[src/rtl/conv3x3_stream.sv]
// rtl/conv3x3_stream.sv - streaming 3x3 convolution with two line buffers and 2-stage output pipe
// Optional: CONV_SATURATE_EN clamps results to the pixel range.
module conv3x3_stream #(
    parameter int DATA_W = 8,
    parameter int ACC_W  = 16,
    parameter int IMG_W  = 64,
    parameter int IMG_H  = 64
) (
    input  logic              clk,
    input  logic              rst,
    input  logic [DATA_W-1:0] pix_in,
    input  logic              pix_valid,
    output logic              pix_ready,
    input  logic [1:0]        ksel,
    output logic [ACC_W-1:0]  kresult,
    output logic              kres_valid,
    input  logic              kres_ready,
    output logic              frame_done
);
    localparam int COL_W = $clog2(IMG_W);
    localparam int ROW_W = $clog2(IMG_H);
    localparam logic [1:0] K_BLUR    = 2'b00;
    localparam logic [1:0] K_SHARPEN = 2'b01;
    localparam logic [1:0] K_EDGE    = 2'b10;
    localparam logic signed [ACC_W-1:0] DIV9    = ACC_W'(9);
    localparam logic signed [ACC_W-1:0] PIX_MAX = ACC_W'((1 << DATA_W) - 1);

    logic [DATA_W-1:0] lb0 [IMG_W];
    logic [DATA_W-1:0] lb1 [IMG_W];
    logic [COL_W-1:0]  col;
    logic [ROW_W-1:0]  row;
    logic [1:0]        kern;

    // Window columns: win_l oldest, win_m middle, win_r arriving; index 0 = top line.
    logic [DATA_W-1:0] win_l [3];
    logic [DATA_W-1:0] win_m [3];
    logic [DATA_W-1:0] win_r [3];

    logic adv, accept, win_full, win_last;
    logic signed [ACC_W-1:0] centre, edges, corners, sum;
    logic signed [ACC_W-1:0] s1_sum, s2_raw, s2_val;
    logic       s1_valid, s1_last;
    logic [1:0] s1_kern;

    function automatic logic signed [ACC_W-1:0] ext(input logic [DATA_W-1:0] p);
        return ACC_W'(p);
    endfunction

    assign adv       = !kres_valid || kres_ready;
    assign pix_ready = adv;
    assign accept    = pix_valid && adv;
    assign win_full  = (row >= ROW_W'(2)) && (col >= COL_W'(2));
    assign win_last  = (row == ROW_W'(IMG_H - 1)) && (col == COL_W'(IMG_W - 1));

    assign win_r[0] = lb1[col];
    assign win_r[1] = lb0[col];
    assign win_r[2] = pix_in;

    always_comb begin
        centre  = ext(win_m[1]);
        edges   = ext(win_m[0]) + ext(win_l[1]) + ext(win_r[1]) + ext(win_m[2]);
        corners = ext(win_l[0]) + ext(win_r[0]) + ext(win_l[2]) + ext(win_r[2]);
        case (kern)
            K_BLUR:    sum = centre + edges + corners;
            K_SHARPEN: sum = (centre <<< 2) + centre - edges;
            K_EDGE:    sum = (centre <<< 3) + centre - edges - corners;
            default:   sum = centre;
        endcase
    end

    always_comb begin
        s2_raw = (s1_kern == K_BLUR) ? (s1_sum / DIV9) : s1_sum;
`ifdef CONV_SATURATE_EN
        if (s2_raw[ACC_W-1])
            s2_val = '0;
        else if (s2_raw > PIX_MAX)
            s2_val = PIX_MAX;
        else
            s2_val = s2_raw;
`else
        s2_val = s2_raw;
`endif
    end

    // Storage with don't-care reset contents.
    always_ff @(posedge clk) begin
        if (accept) begin
            lb1[col] <= lb0[col];
            lb0[col] <= pix_in;
            for (int i = 0; i < 3; i++) begin
                win_l[i] <= win_m[i];
                win_m[i] <= win_r[i];
            end
        end
    end

    always_ff @(posedge clk) begin
        if (rst) begin
            col        <= '0;
            row        <= '0;
            kern       <= K_BLUR;
            s1_sum     <= '0;
            s1_valid   <= 1'b0;
            s1_last    <= 1'b0;
            s1_kern    <= K_BLUR;
            kresult    <= '0;
            kres_valid <= 1'b0;
            frame_done <= 1'b0;
        end else if (adv) begin
            s1_valid <= accept && win_full;
            s1_last  <= win_last;
            s1_sum   <= sum;
            s1_kern  <= kern;
            if (accept) begin
                if (row == '0 && col == '0)
                    kern <= ksel;
                if (col == COL_W'(IMG_W - 1)) begin
                    col <= '0;
                    row <= (row == ROW_W'(IMG_H - 1)) ? '0 : row + 1'b1;
                end else begin
                    col <= col + 1'b1;
                end
            end
            kres_valid <= s1_valid;
            frame_done <= s1_valid && s1_last;
            if (s1_valid)
                kresult <= s2_val;
        end
    end
endmodule

[config.mk]
export PLATFORM = sky130hd
export DESIGN_NAME = conv3x3_stream
export DESIGN_NICKNAME = d
export VERILOG_FILES = /design/src/rtl/conv3x3_stream.sv
export SDC_FILE = /design/constraint.sdc
export NUM_CORES = 1
export LEC_CHECK = 0
export BUFFER_PORTS_ARGS = -buffer_cell sky130_fd_sc_hd__buf_2
export CORE_UTILIZATION = 45
export CTS_CLUSTER_DIAMETER = 100
export DETAILED_ROUTE_END_ITERATION = 8
export PLACE_DENSITY = 0.7
export SLEW_MARGIN = 20
export SYNTH_ARGS = -nofsm -noshare
export SYNTH_HDL_FRONTEND = slang
export SYNTH_SLANG_ARGS = --single-unit
[constraint.sdc]
create_clock -name clk -period 10.1 [get_ports clk]
set_clock_uncertainty 0.15 [all_clocks]
set_input_delay 2.02 -clock clk [delete_from_list [all_inputs] [get_ports clk]]
set_output_delay 2.02 -clock clk [all_outputs]
set_load 0.05 [all_outputs]
==> results of run 1 <==
==> flip-flops by register name, summed over array words and instances, names as in the netlist, named ones only <==
register    cells
col             6
frame_done      1
kern            2
kres_valid      1
kresult        16
lb0           512
lb1           512
row             6
s1_kern         2
s1_last         1
s1_sum         14
s1_valid        1
win_l          24
win_m          24
==> path summary, 6_finish.rpt <==
path	end	slack (ps)	cells past startpoint
hold reg to reg	frame_done	300	2
setup / recovery	kresult[10]	1310	30
hold / removal	frame_done	300	2
setup reg to reg	kresult[10]	1310	30
==> cell type report <==
class | count | share of cell area
inverter | 72 | 0.004973
sequential | 1128 | 0.6133
clock buffer | 140 | 0.05503
tap | 1391 | 0.03203
timing repair buffer | 146 | 0.01948
antenna | 2 | 0.00009210
clock inverter | 66 | 0.01236
multi-input combinational | 1184 | 0.2628
==> power by group <==
| group | total (W) | internal (W) | switching [W] |
|---|---|---|---|
| sequential | 0.00534 | 0.00524 | 0.000102 |
| clock | 0.00409 | 0.00234 | 0.00176 |
| combinational | 0.00775 | 0.00333 | 0.00442 |
| total | 0.0172 | 0.0109 | 0.00628 |
==> per-stage QoR <==
stage | std cells | setup slack, ps | cell area (um^2)
6_report | 4129 | 1306 | 54340
5_1_grt | 4127 | 557.3 | 54340
4_1_cts | 4127 | 1435 | 54330
3_5_place_dp | 3921 | 1469 | 50670
3_3_place_gp | 3921 | 1559 | 50670
2_1_floorplan | 2505 | 1497 | 48340
==> synth_stat cells (19+ instances only) <==
cell type / n / share of area
nand2_1: 72 / 0.0056
o21bai_1: 26 / 0.0040
inv_1: 71 / 0.0055
nor3_1: 19 / 0.0020
xnor2_1: 48 / 0.0087
o21ai_0: 35 / 0.0036
buf_1: 32 / 0.0025
ha_1: 75 / 0.019
dfxtp_1: 56 / 0.023
edfxtp_1: 1072 / 0.67
a21oi_1: 85 / 0.0088
nand3_1: 25 / 0.0026
mux4_2: 342 / 0.16
clkbuf_1: 81 / 0.0063
fa_1: 56 / 0.023
nor2_1: 140 / 0.011
xor2_1: 27 / 0.0049
==> worst min-delay path: cells and delay by family, from the launching register on <==
kind	cells	cell delay [ps]
AOI/OAI and AO/OA	1	50
DFF	1	310
and+or+nand+nor	1	50
==> routing by layer <==
layer  vias to the layer above  GRT usage  share of wire
met1                     12930     0.2828           0.40
met3                       166    0.03387          0.076
li1                      10520          -              -
met2                      1038     0.3595           0.50
met5                         -          0        0.00021
met4                         4    0.05515          0.023
==> cells by family (layout without fill, tap and decap cells) <==
logic type	count (synthesis)	count (layout)	share of synthesized area
adders and majority gates	131	131	0.04261
AOI/OAI and AO/OA	280	280	0.04150
other	0	2	0
muxes	358	358	0.1632
xor gates and xnor gates	76	76	0.01393
buffers and inverters	193	424	0.01543
and+or+nand+nor	339	339	0.03417
DFF	1128	1128	0.6892
==> results.yml, run 1 <==
worst_setup_path:
  cp-end-kind: "register"
  critPathSlowestCell: "or4b_4"
  crit_path_max_fanout: 8
  critPathLaunchType: "register"
  path_class: "reg -> reg"
  cp.arrival_ps: 9180
  cp_common_cell: "ha_1"
  cp_num_buf_inv: 1
  max_stage_delay_ps: 530
  cp.required_ps: 10490
  r2r_start: "s1_sum[0]"
  crit_family: "compound AO/OA/AOI/OAI gates"
  crit_path_start: "s1_sum[0]"
flow_run:
  drv_cap: 0
clock_network:
  worst_skew_pair.late_latency_ps: 710
  cts_buffers: 111
  cts_setup_buffers: 0
  htreeDepth: 3
  ctsResizeCount: 0
  clock_sinks: 1128
  cts_hold_buffers: 0
  root_buffer: "clkbuf_16"
  clk_pin_slew_ps: 60
  cts_max_path_buffers: 3
  cts_tree: "yes"
grt:
  grt_pass1_wl_um: 167500
  grt.overflow.total: 0
  grt_pass1_vias: 25430
  grt.total_usage: 0.2109
  grt_max_degree: 67
  antenna_found_initial: 3
power:
  ir_worst_vdd_mv: 0.4564
  powerDensity_nw_per_um2: 316.2
  p_leak_nw: 17.35
  finalPower_w: 0.01718
route:
  drcViolationCount: 0
  routed_wl_um: 112500
  drt_iter0_drc: 2413
  dr_total_vias: 24660
  viasPerCell: 5.972
  drtAntennaViolNets: 0
  wire_per_inst_um: 27.26
  dr.pass1.iters: 7
floorplan:
  num_rows: 119
  dieArea_um2: 108700
  core_area_um2: 105900
  die_w_um: 329.7
  ios: 33
  start_util: 0.4566
  fp.dieH_um: 329.7
synthesis:
  syn_nets: 2650
  synth_area_per_cell_um2: 19.30
  synth_ff_type: "edfxtp_1"
  postSynthCellCount: 2505
  synthDistinctLibCells: 98
  synth-edff-count: 1072
  async_flop_share: 0
  ys_ff_latch: 1128
  syn_area_um2: 48340
  yosysWarnings: 0
  yosysSeqAreaShare: 0.6892
place:
  place_congestion: 0.8845
  dp_hpwl_um: 67690
  port-buffer-count: 32
timing:
  setup_viol: 0
  holdWs_ps: 301.7
  slew_viol_final: 0
  fmax_mhz: 113.7
  finalSetupTns_ps: 0
  hold_viol: 0
  rsz0062_at_grt: "no"
  relSlewSlack: 0.3555
  worstMarginPinSlew_ps: 965.4
  period_minus_slack_ps: 8794
  period_share: 0.8707
run_status:
  status: "complete, no violations"
final_layout:
  register_area_um2: 33330
  nFillCells: 8175
  fin_util: 0.5133
  final_cell_mix: "edfxtp_1, mux4_2, nor2_1"
  nets: 2788
  syn2layout_area_growth_pct: 12.42
  multi_input_area_um2: 14280
  layout_commonest_cell: "edfxtp_1"
  drive_above_1_share: 0.2580
min_path:
  worstHoldStart: "frame_done"
  min_path_type: "reg -> reg"
Note: power is estimated with default switching activity, not from simulation.
==> inputs of run 2 (changes only) <==
- CORE_MARGIN: unset -> 4
==> results.yml, run 2 (synthesized netlist as in run 1, its figures left out) <==
worst_setup_path:
  path_class: "reg -> reg"
  critPathSlowestCell: "or4b_4"
  crit_path_max_fanout: 10
  max_stage_delay_ps: 530
  cp-end-kind: "register"
  critPathLaunchType: "register"
  r2r_cells: 30
  cp.required_ps: 10510
  cp.arrival_ps: 9230
timing:
  hold_viol: 0
  finalSetupTns_ps: 0
  period_minus_slack_ps: 8820
  setup_viol: 0
  slew_viol_final: 0
  period_share: 0.8733
  relSlewSlack: 0.2802
  fmax_mhz: 113.4
  worstMarginPinSlew_ps: 1076
  rsz0062_at_grt: "no"
power:
  clkPwrFrac: 0.239
  powerDensity_nw_per_um2: 315.6
  seqPwrFrac: 0.312
  finalPower_w: 0.01711
  pwr-share-comb: 0.449
  p_leak_nw: 17.31
  internal_power_w: 0.01092
  p_switching_w: 0.006197
  ir_worst_vdd_mv: 0.3395
  switching_share: 0.3621
final_layout:
  layout_commonest_cell: "edfxtp_1"
  final_cell_mix: "edfxtp_1, mux4_2, nor2_1"
  drive_above_1_share: 0.2598
  stdcell_count: 4121
  syn2layout_area_growth_pct: 12.18
  largest_registers: "lb0 x512, lb1 x512"
  nets: 2782
grt:
  grt_pass1_vias: 25470
  grt.total_usage: 0.2023
  grt.overflow.total: 0
  antenna_found_initial: 3
  grt_pass1_wl_um: 168800
  grt_max_degree: 67
route:
  dr_total_vias: 24860
  drt_iter0_drc: 2676
  drcViolationCount: 0
  dr.pass1.iters: 6
  wire_per_inst_um: 27.30
  drtAntennaViolNets: 0
  routed_wl_um: 112500
  viasPerCell: 6.032
floorplan:
  die_w_um: 335.7
  fp.dieH_um: 335.7
  dieArea_um2: 112700
  core_area_um2: 106000
  num_rows: 119
  ios: 33
  start_util: 0.4560
clock_network:
  cts_max_path_buffers: 3
  cts_tree: "yes"
  cts_buffers: 110
  cts_hold_buffers: 0
  htreeDepth: 3
  clock_sinks: 1128
  cts_setup_buffers: 0
  root_buffer: "clkbuf_16"
  worst_skew_pair.late_latency_ps: 690
  clk_pin_slew_ps: 60
  ctsResizeCount: 0
min_path:
  hold_path_depth: 2
  min_path_type: "reg -> reg"
place:
  place_inst: 3916
  port-buffer-count: 32
  dp_hpwl_um: 68030
  place_congestion: 0.8768
run_status:
  status: "complete, no violations"
flow_run:
  drv_cap: 0
==> run 2: cell types whose count changed in the layout (fill, tap and decap cells not counted), moves of 3 or more <==
cell	previous run	this run
clkinv_2	13	22
clkinv_16	3	0
buf_4	113	108
bufinv_16	9	12
clkinv_1	29	19
inv_6	0	5
==> run 2: cell type report <==
type	count	area [um^2]
diodes	1	2.502
flip-flops and latches	1128	33330
multi-input cells	1184	14280
inverters	72	270.3
well taps	1391	1740
clock inverters	66	658.1
clock buffers	138	2940
fillers	8317	51790
repair buffers	141	1006
==> run 2: path summary, 6_finish.rpt <==
check             startpoint           to  slack, ps
hold reg to reg   frame_done   frame_done        300
hold / removal    frame_done   frame_done        300
setup / recovery   s1_sum[0]  kresult[10]       1280
setup reg to reg   s1_sum[0]  kresult[10]       1280
==> run 2: metal layers <==
metal | GRT usage | up-vias | part of all wire
met2 | 0.3383 | 1070 | 0.50
met5 | 0 | - | 0
met1 | 0.2764 | 13140 | 0.40
met3 | 0.03274 | 166 | 0.077
met4 | 0.06189 | 0 | 0.027
li1 | - | 10480 | -
==> run 2: power groups by stage <==
| stage | clock [W] | combinational, W | sequential (W) |
|---|---|---|---|
| detailed placement | 0 | 0.00761 | 0.00544 |
| global route | 0.00437 | 0.00853 | 0.00535 |
| CTS | 0.00415 | 0.00766 | 0.00534 |
| floorplan | 0 | 0.00615 | 0.00536 |
| finish | 0.00409 | 0.00768 | 0.00534 |
| global placement | 0 | 0.00741 | 0.00544 |
==> run 2: critical path: cells and delay by family, from the launching register on <==
kind            cells  cell delay (ps)
compound gates     17             4430
simple gates        8             2320
fa+ha+maj           3              890
mux                 1              370
flops               1              350
buf+inv             1              180
==> run 2: stage by stage <==
| step | utilization | setup slack (ps) | cell area, um^2 | hold WS (ps) |
|---|---|---|---|---|
| 4_1_cts | 0.5114 | 1352 | 54220 | 304.0 |
| 2_1_floorplan | - | 1497 | 48340 | 280.7 |
| 3_5_place_dp | 0.4775 | 1413 | 50620 | 297.4 |
| 6_report | 0.5115 | 1280 | 54220 | 298.3 |
| 5_1_grt | 0.5115 | 721.9 | 54220 | 322.2 |
| 3_3_place_gp | 0.4775 | 1528 | 50620 | 298.5 |
